### src/rtl/pre_hash_pe_dispatcher_pkg.sv
// Shared sizing for the hash-PE scatter stage.
// Derived log2 widths and the dispatcher state type.
package pre_hash_pe_dispatcher_pkg;

    localparam int HASH_ISSUE_WIDTH      = 8;
    localparam int NUM_HASH_PE           = 8;
    localparam int ADDR_WIDTH            = 16;
    localparam int HASH_BITS             = 8;
    localparam int NUM_HASH_PE_LOG2      = $clog2(NUM_HASH_PE);
    localparam int HASH_ISSUE_WIDTH_LOG2 = $clog2(HASH_ISSUE_WIDTH);

    typedef enum logic {
        ST_IDLE     = 1'b0,
        ST_DISPATCH = 1'b1
    } disp_state_t;

    function automatic int clog2_min1(input int v);
        return (v > 1) ? $clog2(v) : 1;
    endfunction

endpackage

### src/rtl/pre_hash_pe_dispatcher_bank_priority_grant.sv
// Per-bank arbiter: picks the lowest-index pending position
// whose bank id matches this PE.
module bank_priority_grant
    import pre_hash_pe_dispatcher_pkg::*;
#(
    parameter int ISSUE_W = HASH_ISSUE_WIDTH,
    parameter int NUM_PE  = NUM_HASH_PE,
    parameter int PE_ID   = 0,
    localparam int PL     = clog2_min1(NUM_PE),
    localparam int IL     = clog2_min1(ISSUE_W)
) (
    input  logic [ISSUE_W-1:0]    i_pending,
    input  logic [ISSUE_W*PL-1:0] i_bank,
    output logic                  o_grant,
    output logic [IL-1:0]         o_idx
);

    // Scan high to low so the lowest matching index wins.
    always_comb begin
        o_grant = 1'b0;
        o_idx   = '0;
        for (int i = ISSUE_W - 1; i >= 0; i--) begin
            if (i_pending[i] && (i_bank[i*PL +: PL] == PL'(PE_ID))) begin
                o_grant = 1'b1;
                o_idx   = IL'(i);
            end
        end
    end

endmodule

### src/rtl/pre_hash_pe_dispatcher.sv
// Scatters one row of hashed byte positions onto the hash PE banks,
// serializing bank collisions over several output beats.
module pre_hash_pe_dispatcher
    import pre_hash_pe_dispatcher_pkg::*;
#(
    parameter int ISSUE_W = HASH_ISSUE_WIDTH,
    parameter int NUM_PE  = NUM_HASH_PE,
    parameter int AW      = ADDR_WIDTH,
    parameter int HW      = HASH_BITS
) (
    input  logic                 clk,
    input  logic                 rst_n,
    input  logic                 input_valid,
    input  logic [AW-1:0]        input_head_addr,
    input  logic [ISSUE_W-1:0]   input_row_mask,
    input  logic [ISSUE_W*HW-1:0] input_hash_vec,
    input  logic                 input_delim,
    input  logic [ISSUE_W*8-1:0] input_data,
    output logic                 input_ready,
    output logic                 output_valid,
    output logic [NUM_PE-1:0]    output_mask,
    output logic [NUM_PE*AW-1:0] output_addr_vec,
    output logic [NUM_PE*HW-1:0] output_hash_vec,
    output logic [NUM_PE-1:0]    output_delim_vec,
    output logic [ISSUE_W*8-1:0] output_data,
    output logic                 output_last,
    input  logic                 output_ready
);

    localparam int PL = clog2_min1(NUM_PE);
    localparam int IL = clog2_min1(ISSUE_W);

    disp_state_t          r_state;
    logic [ISSUE_W-1:0]   r_pending;
    logic [AW-1:0]        r_head;
    logic [ISSUE_W*HW-1:0] r_hash;
    logic                 r_delim;
    logic [ISSUE_W*8-1:0] r_data;

    logic                 w_busy;
    logic [ISSUE_W*PL-1:0] w_bank;
    logic [NUM_PE-1:0]    w_grant;
    logic [IL-1:0]        w_idx [NUM_PE];
    logic [ISSUE_W-1:0]   w_granted;
    logic                 w_in_hs;
    logic                 w_out_hs;

    assign w_busy = (r_state == ST_DISPATCH);

    always_comb begin
        w_bank = '0;
        for (int i = 0; i < ISSUE_W; i++) begin
            w_bank[i*PL +: PL] = r_hash[i*HW +: PL];
        end
    end

    for (genvar p = 0; p < NUM_PE; p++) begin : g_pe
        bank_priority_grant #(
            .ISSUE_W (ISSUE_W),
            .NUM_PE  (NUM_PE),
            .PE_ID   (p)
        ) u_grant (
            .i_pending (r_pending),
            .i_bank    (w_bank),
            .o_grant   (w_grant[p]),
            .o_idx     (w_idx[p])
        );
    end

    // Lanes without a grant drive zero so idle lanes are deterministic.
    always_comb begin
        w_granted       = '0;
        output_addr_vec = '0;
        output_hash_vec = '0;
        for (int p = 0; p < NUM_PE; p++) begin
            if (w_grant[p]) begin
                w_granted[w_idx[p]]       = 1'b1;
                output_addr_vec[p*AW +: AW] = r_head + AW'(w_idx[p]);
                output_hash_vec[p*HW +: HW] = r_hash[w_idx[p]*HW +: HW];
            end
        end
    end

    assign output_mask      = w_grant;
    assign output_last      = w_busy & ~|(r_pending & ~w_granted);
    assign output_delim_vec = {NUM_PE{r_delim & output_last}} & w_grant;
    assign output_valid     = w_busy;
    assign output_data      = r_data;
    assign input_ready      = ~w_busy | (output_last & output_ready);

    assign w_in_hs  = input_valid & input_ready;
    assign w_out_hs = w_busy & output_ready;

    always_ff @(posedge clk or negedge rst_n) begin
        if (!rst_n) begin
            r_state   <= ST_IDLE;
            r_pending <= '0;
            r_head    <= '0;
            r_hash    <= '0;
            r_delim   <= 1'b0;
            r_data    <= '0;
        end else if (w_in_hs) begin
            r_state   <= ST_DISPATCH;
            r_pending <= input_row_mask;
            r_head    <= input_head_addr;
            r_hash    <= input_hash_vec;
            r_delim   <= input_delim;
            r_data    <= input_data;
        end else if (w_out_hs) begin
            r_pending <= r_pending & ~w_granted;
            if (output_last) begin
                r_state <= ST_IDLE;
            end
        end
    end

endmodule

### config.mk
export PLATFORM = sky130hd
export DESIGN_NAME = pre_hash_pe_dispatcher
export DESIGN_NICKNAME = d
export VERILOG_FILES = /design/src/rtl/pre_hash_pe_dispatcher_pkg.sv /design/src/rtl/pre_hash_pe_dispatcher_bank_priority_grant.sv /design/src/rtl/pre_hash_pe_dispatcher.sv
export SDC_FILE = /design/constraint.sdc
export NUM_CORES = 1
export LEC_CHECK = 0
export CORE_UTILIZATION = 23
export DETAILED_ROUTE_END_ITERATION = 7
export PLACE_DENSITY = 0.39
export SYNTH_ARGS = -nofsm -noshare
export SYNTH_HDL_FRONTEND = slang
export SYNTH_HIERARCHICAL = 1
export SYNTH_SLANG_ARGS = --single-unit
### constraint.sdc
create_clock -name clk -period 6.28 [get_ports clk]
set_clock_uncertainty 0.1 [all_clocks]
set_input_delay 1.57 -clock clk [delete_from_list [all_inputs] [get_ports clk]]
set_output_delay 1.57 -clock clk [all_outputs]
set_load 0.02 [all_outputs]
==> impl_results.md <==
* Worst path top cell family by delay: simple AND/OR/NAND/NOR gates
* Final WL at around 99 mm
* Initial core utilization at 0.233
* Worst VDD drop at between 0.1 and 0.15 mV
* # IOs at about 430
* Mapped Area at 0.0188 mm2
* Top cells by area, synth: dfrtp_1, mux4_2, nand4_1
* Class of the tightest hold or removal check: reg -> reg
* CP Data Required Time at ~4.6 ns
* End of the worst register-to-register path: r_hash[10]
* Layout Area Growth over Synthesis at 34.5%
* MaxCap Viol Count at 0
* Core Rows at 104
* Slew Limit Headroom at 0.257
* Period utilisation layout at 0.974
* Largest net degree at the start of global routing at roughly 110
* Place WS at about 0.17 ns
* Mapped Cells at 2,145
* FILL cells at ~8,500
* CP Max Fanout at 9
* Critical Path, Cell by Cell: buf_4 -> nand4b_1 -> nand2_1 -> nor2_1 -> nand4_1 -> nor4b_1 -> or4_1 -> nor4_2 -> nor4_4 -> and4_4 -> and2_1 -> clkdlybuf4s50_1
* Max Slew Vio Count at 0
* CTS tree: yes
* Vias at between 20,000 and 25,000
* Nets at 2,671
* CTS root buffer: clkbuf_16
* Post-synth EDFFs at 0
* Share of layout cells above drive strength 1 at 0.154
* Asr flop ratio synth at 1.00
* FF+latch count, synth at about 150
* Worst Hold Path Cells at 2
* Initial antenna violation count at 9
* # DRC at 56
* Worst Path Arrival at approximately 4.5 ns
* Ys flop type: dfrtp_1
* Largest stage delay, worst path at approximately 0.62 ns
* Clk_lat worst skew at 0.46 ns
* H-tree depth reported by CTS at 4
* TNS Setup at 0 ns
* Clock Sinks at about 150
* Worst r2r path cells at 15
* Failing checks: design-rule violations
* Initial DRC count at just under 2,000
* Die height at around 290 um
* Die width at 288 um
* Vias per Instance at roughly 5.8
* Routed wire per std cell at approximately 28 um
* Post-synth top area cell: dfrtp_1
* # port buffers at ~430
* GRT Total Usage at 0.232
* Core area at 0.0807 mm2
* Power Density at ~150 mW/mm2
* DP HPWL at around 70 mm
* Peak Freq at 164 MHz
* Reg clk slew, reported paths at roughly 0.07 ns
* Drt pass-1 iters at 7
* Global-route wire length before repair at about 140 mm
* Die area at 0.0827 mm2
* Sequential fraction of the synthesis area at 0.205
* Final WS setup at about 0.16 ns
* Average cell area after synthesis at 8.75 um2
* Antenna Nets Post-Route at 0
* HP Start: output_data[13]
* Total number of yosys warnings at 6
* Buffers & Inverters on Critical Path at 2
* Clock buffer count from CTS at 17
* Worst reg2reg setup slack at ~1 ns
* Lkg Pwr at 8.96 nW
* Clock Path Buffers at 2
* Final hold vios at 0
* Slew @ Worst Pin at approximately 1.1 ns
* Critical path endpoint category: primary output
* Final Critical Period at about 6.1 ns
* Netlist cell types at 73
* Commonest non-fill, non-tap cells in the layout: clkdlybuf4s50_1, nand2_1, nand4_1, o211ai_1, dfrtp_1
* Slowest CP cell: or4_1
* CP Launch Type: register
* Setup CP Type: reg -> out
* Top cell type's share of synthesized area at 0.205
* WHS Endpoint: output_data[13]
* CP startpoint: r_pending[5]
* Commonest non-fill, non-tap cell in the layout: clkdlybuf4s50_1
* Final setup viols at 0
* Status: complete, but fails checks
* Net count of the mapped netlist at ~2,300
* Vias in the first global route at 20,180
* RePlAce Congestion at between 0.8 and 0.9
* Worst R2R Start: r_hash[57]
* Final global-route overflow total at 0
* Hold WS at between 0.4 and 0.5 ns
* RSZ-0062 raised after global routing: no
-- cell type report --
type	count	area (um2)	share of cell area
antenna	6	15.0	0.000595
clock buffer	18	439	0.0174
clock inverter	14	159	0.00630
inverter	6	25.0	0.000992
multi-input combinational	1738	14000	0.554
sequential	154	3880	0.154
tap	1060	1330	0.0526
timing repair buffer	565	5410	0.214
-- how the worst max path moves through the flow --
stage                                      to  slack (ns)  cells after the start
after global placement    output_delim_vec[7]        0.20                     13
final                     output_delim_vec[3]        0.16                     12
after CTS                 output_delim_vec[7]        0.02                     12
after global routing      output_addr_vec[46]        0.02                     14
after detailed placement  output_delim_vec[7]        0.17                     12
after floorplan           output_delim_vec[0]        1.46                      9
-- Yosys cell counts, drive strengths merged (7+ instances only) --
library cell and number:
o21ai 83, ha 24, a21o 16, nor3 16
xnor2 42, and2 70, mux4 128, nand2b 10
and4bb 11, nand4b 43, nor2 117, nand3 15
nor4bb 18, nor2b 64, nand4bb 14, nor4 9
dfrtp 154, o221a 8, clkbuf 162, or3 57
o211ai 146, a21boi 43, mux2i 66, a22o 76
or4 7, xor2 16, a221oi 69, buf 85
a21oi 117, fa 8, and3 7, nand4 172
nor4b 12, nand2 223
-- state kept, by name, indices dropped and copies added, names as in the netlist --
| register | flops |
|---|---|
| output_data | 64 |
| r_hash | 64 |
| r_head | 16 |
| r_pending | 8 |
| output_valid | 1 |
| r_delim | 1 |
-- routing by layer --
| metal | part of all wire | GRT usage | up-vias |
|---|---|---|---|
| met1 | 0.45 | 0.325 | 10607 |
| li1 | - | - | 9093 |
| met5 | 0.00038 | 0 | - |
| met3 | 0.063 | 0.0384 | 67 |
| met4 | 0.014 | 0.0481 | 6 |
| met2 | 0.47 | 0.374 | 803 |
-- cells by family (layout without fill, tap and decap cells) --
family / count (synthesis) / count (layout) / synth area share
and+or+nand+nor: 884 / 884 / 0.280
AOI/OAI and AO/OA: 570 / 570 / 0.217
buffers and inverters: 253 / 603 / 0.0572
muxes: 194 / 194 / 0.189
DFF: 154 / 154 / 0.205
xor gates and xnor gates: 58 / 58 / 0.0271
adders and majority gates: 32 / 32 / 0.0245
other: 0 / 6 / 0
-- report_power, final --
group	total (mW)	internal [mW]	switching [mW]	leakage, nW
registers	1.12	1.02	0.101	1.36
clock network	1.11	0.605	0.510	0.288
logic	1.55	0.683	0.871	7.32
total	3.78	2.30	1.48	8.96
-- worst reg2reg max path, delay by kind of cell (launching register included) --
kind / cells / cell delay [ns]
buf+inv: 5 / 2.25
flops: 1 / 0.58
simple gates: 8 / 1.60
compound gates: 2 / 0.66
-- metrics by stage --
step,util,std cells,total power [mW],cell area (um2)
3_5_place_dp,0.304,3518,2.69,24500
2_1_floorplan,-,2145,1.90,18800
5_1_grt,0.313,3559,3.95,25200
3_3_place_gp,0.304,3518,2.69,24500
6_report,0.313,3561,3.78,25200
4_1_cts,0.312,3554,3.82,25200
-- what timing repair did --
item	CTS	global route
endpoints found under the setup margin	10	18
resized for setup	15	12
pin swaps	2	1
setup buffers	4	1
cloned	0	0
hold buffers	0	0
No activity file was read; power rests on OpenSTA's default activity.
